`src/rtl/fifo_drain_ctrl.sv`:
```
// fifo_drain_ctrl: read-side controller for a synchronous FIFO with a
// one-cycle registered read port. Issues reads against a 2-entry credit
// window, lands returning words in a 2-entry in-order buffer, and presents
// the buffer head on a valid/ready stream. Also keeps a saturating count of
// delivered words and a sticky FIFO-underflow flag for debug.
module fifo_drain_ctrl #(
    parameter int DATA_WIDTH = 16,
    parameter int CNT_WIDTH  = 16
) (
    input  logic                  clk,
    input  logic                  rst_n,
    input  logic                  enable,
    input  logic                  clr,
    input  logic                  fifo_empty,
    input  logic [DATA_WIDTH-1:0] fifo_data_out,
    input  logic                  fifo_underflow,
    output logic                  fifo_rd_en,
    output logic                  m_valid,
    output logic [DATA_WIDTH-1:0] m_data,
    input  logic                  m_ready,
    output logic [CNT_WIDTH-1:0]  words_out,
    output logic                  underflow_err
);

    localparam logic [CNT_WIDTH-1:0] CNT_MAX = '1;

    // Buffer: head_q is the word on m_data, tail_q the second-oldest word.
    logic [1:0]            occ_q, occ_d;
    logic                  pend_q;
    logic [DATA_WIDTH-1:0] head_q, head_d;
    logic [DATA_WIDTH-1:0] tail_q, tail_d;
    logic [CNT_WIDTH-1:0]  words_q, words_d;
    logic                  err_q, err_d;

    logic                  pop;
    logic [2:0]            credit_used;

    assign m_valid       = (occ_q != 2'd0);
    assign m_data        = head_q;
    assign words_out     = words_q;
    assign underflow_err = err_q;
    assign pop           = m_valid & m_ready;

    // Words already held plus the one in flight; a pop this cycle frees a slot,
    // so a read may issue whenever the total stays below two after it.
    assign credit_used = {1'b0, occ_q} + {2'b00, pend_q};
    assign fifo_rd_en  = rst_n & enable & ~fifo_empty
                         & (credit_used < (3'd2 + {2'b00, pop}));

    // Buffer next state: retire the head first, then append the landing word.
    always_comb begin
        head_d = head_q;
        tail_d = tail_q;
        occ_d  = occ_q;
        if (pop) begin
            head_d = tail_q;
            occ_d  = occ_q - 2'd1;
        end
        if (pend_q) begin
            if (occ_d == 2'd0) begin
                head_d = fifo_data_out;
            end else begin
                tail_d = fifo_data_out;
            end
            occ_d = occ_d + 2'd1;
        end
    end

    // Debug counters: clr has priority over both the count and the sticky flag.
    always_comb begin
        words_d = words_q;
        err_d   = err_q;
        if (clr) begin
            words_d = '0;
            err_d   = 1'b0;
        end else begin
            if (pop && (words_q != CNT_MAX)) begin
                words_d = words_q + 1'b1;
            end
            if (fifo_underflow) begin
                err_d = 1'b1;
            end
        end
    end

    // State registers; reset empties the buffer and drops any in-flight read.
    always_ff @(posedge clk or negedge rst_n) begin
        if (!rst_n) begin
            occ_q   <= 2'd0;
            pend_q  <= 1'b0;
            head_q  <= '0;
            tail_q  <= '0;
            words_q <= '0;
            err_q   <= 1'b0;
        end else begin
            occ_q   <= occ_d;
            pend_q  <= fifo_rd_en;
            head_q  <= head_d;
            tail_q  <= tail_d;
            words_q <= words_d;
            err_q   <= err_d;
        end
    end

endmodule

```
`config.mk`:
```
export PLATFORM = sky130hd
export DESIGN_NAME = fifo_drain_ctrl
export DESIGN_NICKNAME = d
export VERILOG_FILES = /design/src/rtl/fifo_drain_ctrl.sv
export SDC_FILE = /design/constraint.sdc
export NUM_CORES = 1
export LEC_CHECK = 0
export BUFFER_PORTS_ARGS = -buffer_cell sky130_fd_sc_hd__buf_2
export CAP_MARGIN = 25
export CORE_MARGIN = 2
export CORE_UTILIZATION = 53
export DETAILED_ROUTE_END_ITERATION = 10
export PLACE_DENSITY = 0.79
export SYNTH_ARGS = -nofsm -noshare
export SYNTH_HDL_FRONTEND = slang
export SYNTH_SLANG_ARGS = --single-unit
```
`constraint.sdc`:
```
create_clock -name clk -period 3 [get_ports clk]
set_clock_uncertainty 0.15 [all_clocks]
set_input_delay 0.6 -clock clk [delete_from_list [all_inputs] [get_ports clk]]
set_output_delay 0.6 -clock clk [all_outputs]
set_load 0.01 [all_outputs]
```
==> out/metrics.csv, run 1 <==
stage,metric,value,unit
drt,DR DRC count,0,
setup_path,Setup crit start kind,flip-flop,
timing,final setup fails,0,
global_route,vias in the first global route,1786,
cts,post-CTS setup buffers,0,
setup_path,CP max stage delay,0.40,ns
hold_path,class of the worst hold path,in -> async,
flow_run,MaxCap Viol Count,0,
cts,clk_lat worst skew,0.31,ns
die,num ports,58,
cts,CTS sink count,52,
die,Starting Density,0.543,
yosys,synthesized area,0.00253,mm2
placement,Routability Congestion,0.766,
cells_and_area,"commonest non-fill, non-tap cell in the layout",buf_2,
cts,root buf cell,clkbuf_8,
placement,Final HPWL DP,3420,um
die,core area,0.00466,mm2
yosys,Avg Synthesized Cell Area,11.1,um2
global_route,initial antenna violation count,0,
timing,Final Max Tran Viols,0,
timing,Worst slew margin,0.567,
timing,slew of the pin with the lowest slew margin,0.649,ns
cells_and_area,final design utilization,0.632,
yosys,Mapped Cells,228,
die,Row Count,25,
cts,H-Tree Depth,2,
yosys,"Seq/Total Area, Yosys",0.515,
global_route,GR Overflow Total,0,
setup_path,worst path cell trace,"inv_1, ha_1, nand2b_2, o21ai_0, nor4b_1, buf_2",
die,die height,73.1,um
setup_path,critical path class,reg -> out,
global_route,Total GRT Usage,0.196,
setup_path,Crit path required time,2.25,ns
cells_and_area,fin nets,312,
setup_path,highest-delay cell along the critical path,dfrtp_1,
cells_and_area,Multi-input gate area,0.00113,mm2
timing,minimum clock period,2.75,ns
cts,clock buffer depth,2,
cells_and_area,final instance area,0.00295,mm2
cts,TritonCTS clock tree,done,
timing,final hold viol count,0,
yosys,number of flops mapped to enable cells by yosys,0,
drt,drt via density,5.75,
cells_and_area,n_diodes,0,
cells_and_area,most frequent cells in the layout,"buf_2, dfrtp_1, nand2_1",
setup_path,CP top delay family,simple AND/OR/NAND/NOR gates,
drt,Final ANT Viol Nets,0,
power,worst vdd ir,0.506,mV
timing,Hold WS,0.287,ns
cells_and_area,share of layout cells above drive strength 1,0.340,
timing,RSZ-0062 raised after global routing,false,
drt,total number of vias,1948,
power,Leak,1.39,nW
drt,final WL,4930,um
power,P per Cell Area,769,mW/mm2
timing,Peak Freq,363,MHz
setup_path,Worst Path Arrival,2.00,ns
yosys,ys flop type,dfrtp_1,
cells_and_area,area grow syn2layout,16.6,%
drt,average wire per standard cell,14.5,um
yosys,syn nets,256,
cts,Num CTS Buffers,5,
yosys,synth warn,0,
setup_path,Crit. End Element,primary output,
yosys,ys async rst share,1.00,
cts,hold_buf cts,0,
run_status,run status,finished clean,
timing,setup TNS,0,ns
global_route,largest net degree at the start of global routing,53,
cts,post-cts sizing count,0,
yosys,"FF+latch count, synth",52,
die,die width,73.1,um
global_route,first-pass GRT wire length,8140,um
setup_path,Worst Path Buf+Inv,2,
power,overall power,2.27,mW
placement,# port buffers,57,
drt,DR pass1 iterations,6,
placement,placed cell areas,0.00285,mm2
drt,DR iter-0 viols,129,
setup_path,CP max FO,11,
cells_and_area,Filler Cell Count,363,
cts,"CTS clk-pin slew, worst paths",0.10,ns
yosys,Yosys cell types,37,
timing,final worst path period share,0.918,
cells_and_area,Register Area,0.00130,mm2
die,Die ar.,0.00534,mm2
layout make-up:
cell class	instances	share of cell area
Sequential cell	52	0.441
Multi-Input combinational cell	157	0.384
Timing Repair Buffer	63	0.112
Clock buffer	5	0.0233
Tap cell	54	0.0229
Clock inverter	3	0.00976
Inverter	5	0.00637
cell usage after synthesis (2+ instances only):
cell type,instances,area share
nand2_1,23,0.034
o21ai_1,12,0.024
mux2i_1,16,0.063
a21oi_1,12,0.024
nand4_1,4,0.0099
clkbuf_1,7,0.010
xnor2_1,2,0.0069
o31ai_1,9,0.027
a21oi_2,2,0.0069
o21ai_0,11,0.022
and4_1,3,0.010
mux2_2,16,0.071
or3_1,3,0.0074
buf_2,3,0.0059
nor2_1,5,0.0074
dfrtp_1,52,0.51
nand3_1,6,0.012
nor4_2,3,0.015
inv_1,5,0.0074
ha_1,5,0.025
nor2b_1,4,0.0099
or4_1,9,0.027
mux2_4,2,0.012
cell families (layout without fill, tap and decap cells):
logic type                 Yosys count  in the layout  share of synthesized area
muxes                               34             34                      0.146
AOI/OAI and AO/OA                   48             48                      0.110
buffers and inverters               19             76                     0.0386
DFF                                 52             52                      0.515
adders and majority gates            5              5                     0.0247
xor gates and xnor gates             2              2                    0.00693
and+or+nand+nor                     68             68                      0.159
state kept, by name, indices dropped and copies added, names as in the netlist:
signal,count
words_out,16
underflow_err,1
pend_q,1
occ_q,2
m_data,16
tail_q,16
routing by layer:
| metal | track usage | wire length [um] |
|---|---|---|
| met5 | 0 | 0 |
| met4 | 0.0679 | 51 |
| met3 | 0.0649 | 300 |
| met2 | 0.312 | 2400 |
| met1 | 0.252 | 2180 |
through the flow:
step,cells,setup slack [ns]
after floorplan,228,0.369
after global placement,331,0.616
after detailed placement,331,0.558
after CTS,339,0.192
after global routing,339,0.0554
final,339,0.247
power breakdown:
part           internal, mW  leakage [nW]  switching (mW)
registers             0.940         0.661           0.137
logic                 0.373         0.677           0.387
clock network         0.176        0.0511           0.251
total                  1.49          1.39           0.776
worst paths after layout:
check	from	end	slack (ns)	depth (start not counted)
hold / removal	rst_n	words_out[13]$_DFFE_PN0P_	0.29	2
min in group clk	fifo_empty	pend_q$_DFF_PN0_	0.30	2
hold reg to reg	underflow_err$_DFFE_PN0P_	underflow_err$_DFFE_PN0P_	0.34	2
max in group asynchronous	rst_n	tail_q[5]$_DFFE_PN0P_	1.97	2
setup reg to reg	occ_q[0]$_DFF_PN0_	tail_q[9]$_DFFE_PN0P_	0.58	9
setup / recovery	occ_q[0]$_DFF_PN0_	fifo_rd_en	0.25	6
Power figures use the tool's default switching activity.
==> run 2: changes to the inputs <==
--- a/config.mk
+++ b/config.mk
@@ -7,9 +7,11 @@
 export LEC_CHECK = 0
 export BUFFER_PORTS_ARGS = -buffer_cell sky130_fd_sc_hd__buf_2
 export CAP_MARGIN = 25
+export CORE_ASPECT_RATIO = 1.25
 export CORE_MARGIN = 2
 export CORE_UTILIZATION = 53
 export DETAILED_ROUTE_END_ITERATION = 10
+export GPL_TIMING_DRIVEN = 0
 export PLACE_DENSITY = 0.79
 export SYNTH_ARGS = -nofsm -noshare
 export SYNTH_HDL_FRONTEND = slang
==> run 2 against run 1 <==
Compared with the run above:
- routed wire length is 9.0% higher
- via count is 2.5% higher
- first-iteration DRC count is 30% lower
- critical path depth is 5 higher
- total power is 0.51% higher
- largest power group unchanged
==> out/metrics.csv, run 2 (synthesis results as in run 1) <==
stage,metric,value,unit
run_status,run status,finished clean,
setup_path,Worst Path Arrival,2.80,ns
placement,pre-CTS setup slack,-0.0761,ns
global_route,first-pass GRT wire length,8780,um
die,Die ar.,0.00534,mm2
cells_and_area,fin nets,321,
cells_and_area,final instance area,0.00302,mm2
setup_path,CP max stage delay,0.41,ns
setup_path,critical path class,reg -> reg,
cts,clk_lat worst skew,0.31,ns
cells_and_area,Finished Layout Cells,354,
setup_path,reg2reg setup slack,0.26,ns
timing,slew of the pin with the lowest slew margin,0.568,ns
setup_path,CP top delay family,buffers and inverters,
placement,# port buffers,57,
cts,H-Tree Depth,2,
placement,Routability Congestion,0.826,
setup_path,Crit path required time,3.06,ns
global_route,routing usage on met2,0.353,
die,Row Count,28,
setup_path,Crit. End Element,flip-flop,
global_route,met3 Use GR,0.0485,
timing,final worst path period share,0.913,
timing,Worst slew margin,0.621,
setup_path,reg2reg end,tail_q[11]$_DFFE_PN0P_,
setup_path,CP max FO,10,
global_route,Total GRT Usage,0.213,
drt,Final ANT Viol Nets,0,
setup_path,Setup crit start kind,flip-flop,
drt,DR DRC count,0,
setup_path,Worst Path Buf+Inv,4,
global_route,global routing usage on met1,0.275,
cells_and_area,share of layout cells above drive strength 1,0.347,
cts,Num CTS Buffers,5,
cts,post-CTS setup buffers,0,
global_route,GR Overflow Total,0,
global_route,GRT busiest layer,met2,
cells_and_area,most frequent cells in the layout,"buf_2, dfrtp_1, nand2_1",
timing,Final Max Tran Viols,0,
cts,"CTS clk-pin slew, worst paths",0.11,ns
cts,TritonCTS clock tree,done,
setup_path,FF-to-FF Start,occ_q[0]$_DFF_PN0_,
setup_path,crit path capture,tail_q[11]$_DFFE_PN0P_,
power,overall power,2.28,mW
cts,clock buffer depth,2,
drt,DR iter-0 viols,90,
power,Leak,1.42,nW
die,core area,0.00466,mm2
cells_and_area,Filler Cell Count,389,
die,die height,81.2,um
cells_and_area,area grow syn2layout,19.2,%
cts,root buf cell,clkbuf_8,
drt,average wire per standard cell,15.2,um
timing,final hold viol count,0,
drt,total number of vias,1997,
drt,final WL,5370,um
setup_path,highest-delay cell along the critical path,dfrtp_1,
timing,Final WS setup,0.260,ns
setup_path,CP startpoint,occ_q[0]$_DFF_PN0_,
placement,placed cell areas,0.00291,mm2
timing,Peak Freq,365,MHz
drt,drt via density,5.64,
setup_path,worst path cell trace,"inv_1, ha_1, nand2b_1, clkbuf_2, nor2_1, a21oi_1, ha_1, nor2b_1, clkbuf_2, buf_2, mux2_2",
hold_path,class of the worst hold path,in -> async,
setup_path,WP depth,11,
timing,final setup fails,0,
flow_run,MaxCap Viol Count,0,
placement,placed insts,346,
power,P per Cell Area,755,mW/mm2
placement,Final HPWL DP,3850,um
drt,DR pass1 iterations,4,
die,num ports,58,
power,worst vdd ir,0.487,mV
cells_and_area,n_diodes,0,
global_route,vias in the first global route,1892,
setup_path,reg2reg path depth,11,
timing,minimum clock period,2.74,ns
die,Starting Density,0.543,
cts,CTS sink count,52,
global_route,largest net degree at the start of global routing,31,
timing,RSZ-0062 raised after global routing,false,
cells_and_area,"commonest non-fill, non-tap cell in the layout",buf_2,
global_route,initial antenna violation count,0,
die,die width,65.8,um
[run 2: how the worst min path moves through the flow]
stage                                 to  slack [ns]                 startpoint  depth (start not counted)
3_5_place_dp   underflow_err$_DFFE_PN0P_        0.35  underflow_err$_DFFE_PN0P_                          2
4_1_cts        words_out[14]$_DFFE_PN0P_        0.13                      rst_n                          1
2_1_floorplan        m_data[0]$_DFF_PN0_        0.15                      rst_n                          0
5_1_grt            tail_q[4]$_DFFE_PN0P_        0.16                      rst_n                          1
3_3_place_gp   underflow_err$_DFFE_PN0P_        0.32  underflow_err$_DFFE_PN0P_                          2
6_report       words_out[14]$_DFFE_PN0P_        0.11                      rst_n                          1
[run 2: per-layer routing]
layer / vias up / routed length, um
li1: 961 / -
met1: 969 / 2320
met2: 60 / 2680
met3: 7 / 289
met4: 0 / 82
met5: - / 0
[run 2: area by class of cell]
type / count / area [um2] / area share
clock buffer: 5 / 68.8 / 0.0228
inverter: 5 / 18.8 / 0.00622
buffer: 14 / 83.8 / 0.0278
clock inverter: 3 / 26.3 / 0.00871
sequential: 52 / 1300 / 0.432
tap: 60 / 75.1 / 0.0249
timing repair buffer: 58 / 305 / 0.101
multi-input combinational: 157 / 1140 / 0.377
[run 2: what timing repair did]
item / CTS / global route
hold buffers: 0 / 0
cloned: 0 / 0
gates resized for setup: 1 / 8
pin swaps: 0 / 0
setup endpoints to repair: 10 / 14
[run 2: stage by stage]
stage                     hold WS (ns)  setup TNS, ns   util
after floorplan                  0.154              0      -
after global placement           0.320         -0.500  0.620
after detailed placement         0.349         -0.635  0.624
after CTS                        0.127              0  0.645
after global routing             0.158              0  0.647
final                            0.115              0  0.647
[run 2: power breakdown]
| part | leakage, nW | internal, mW | total, mW | switching [mW] |
|---|---|---|---|---|
| sequential | 0.661 | 0.940 | 1.07 | 0.135 |
| clock | 0.0491 | 0.172 | 0.429 | 0.256 |
| combinational | 0.710 | 0.382 | 0.774 | 0.392 |
| total | 1.42 | 1.49 | 2.28 | 0.783 |
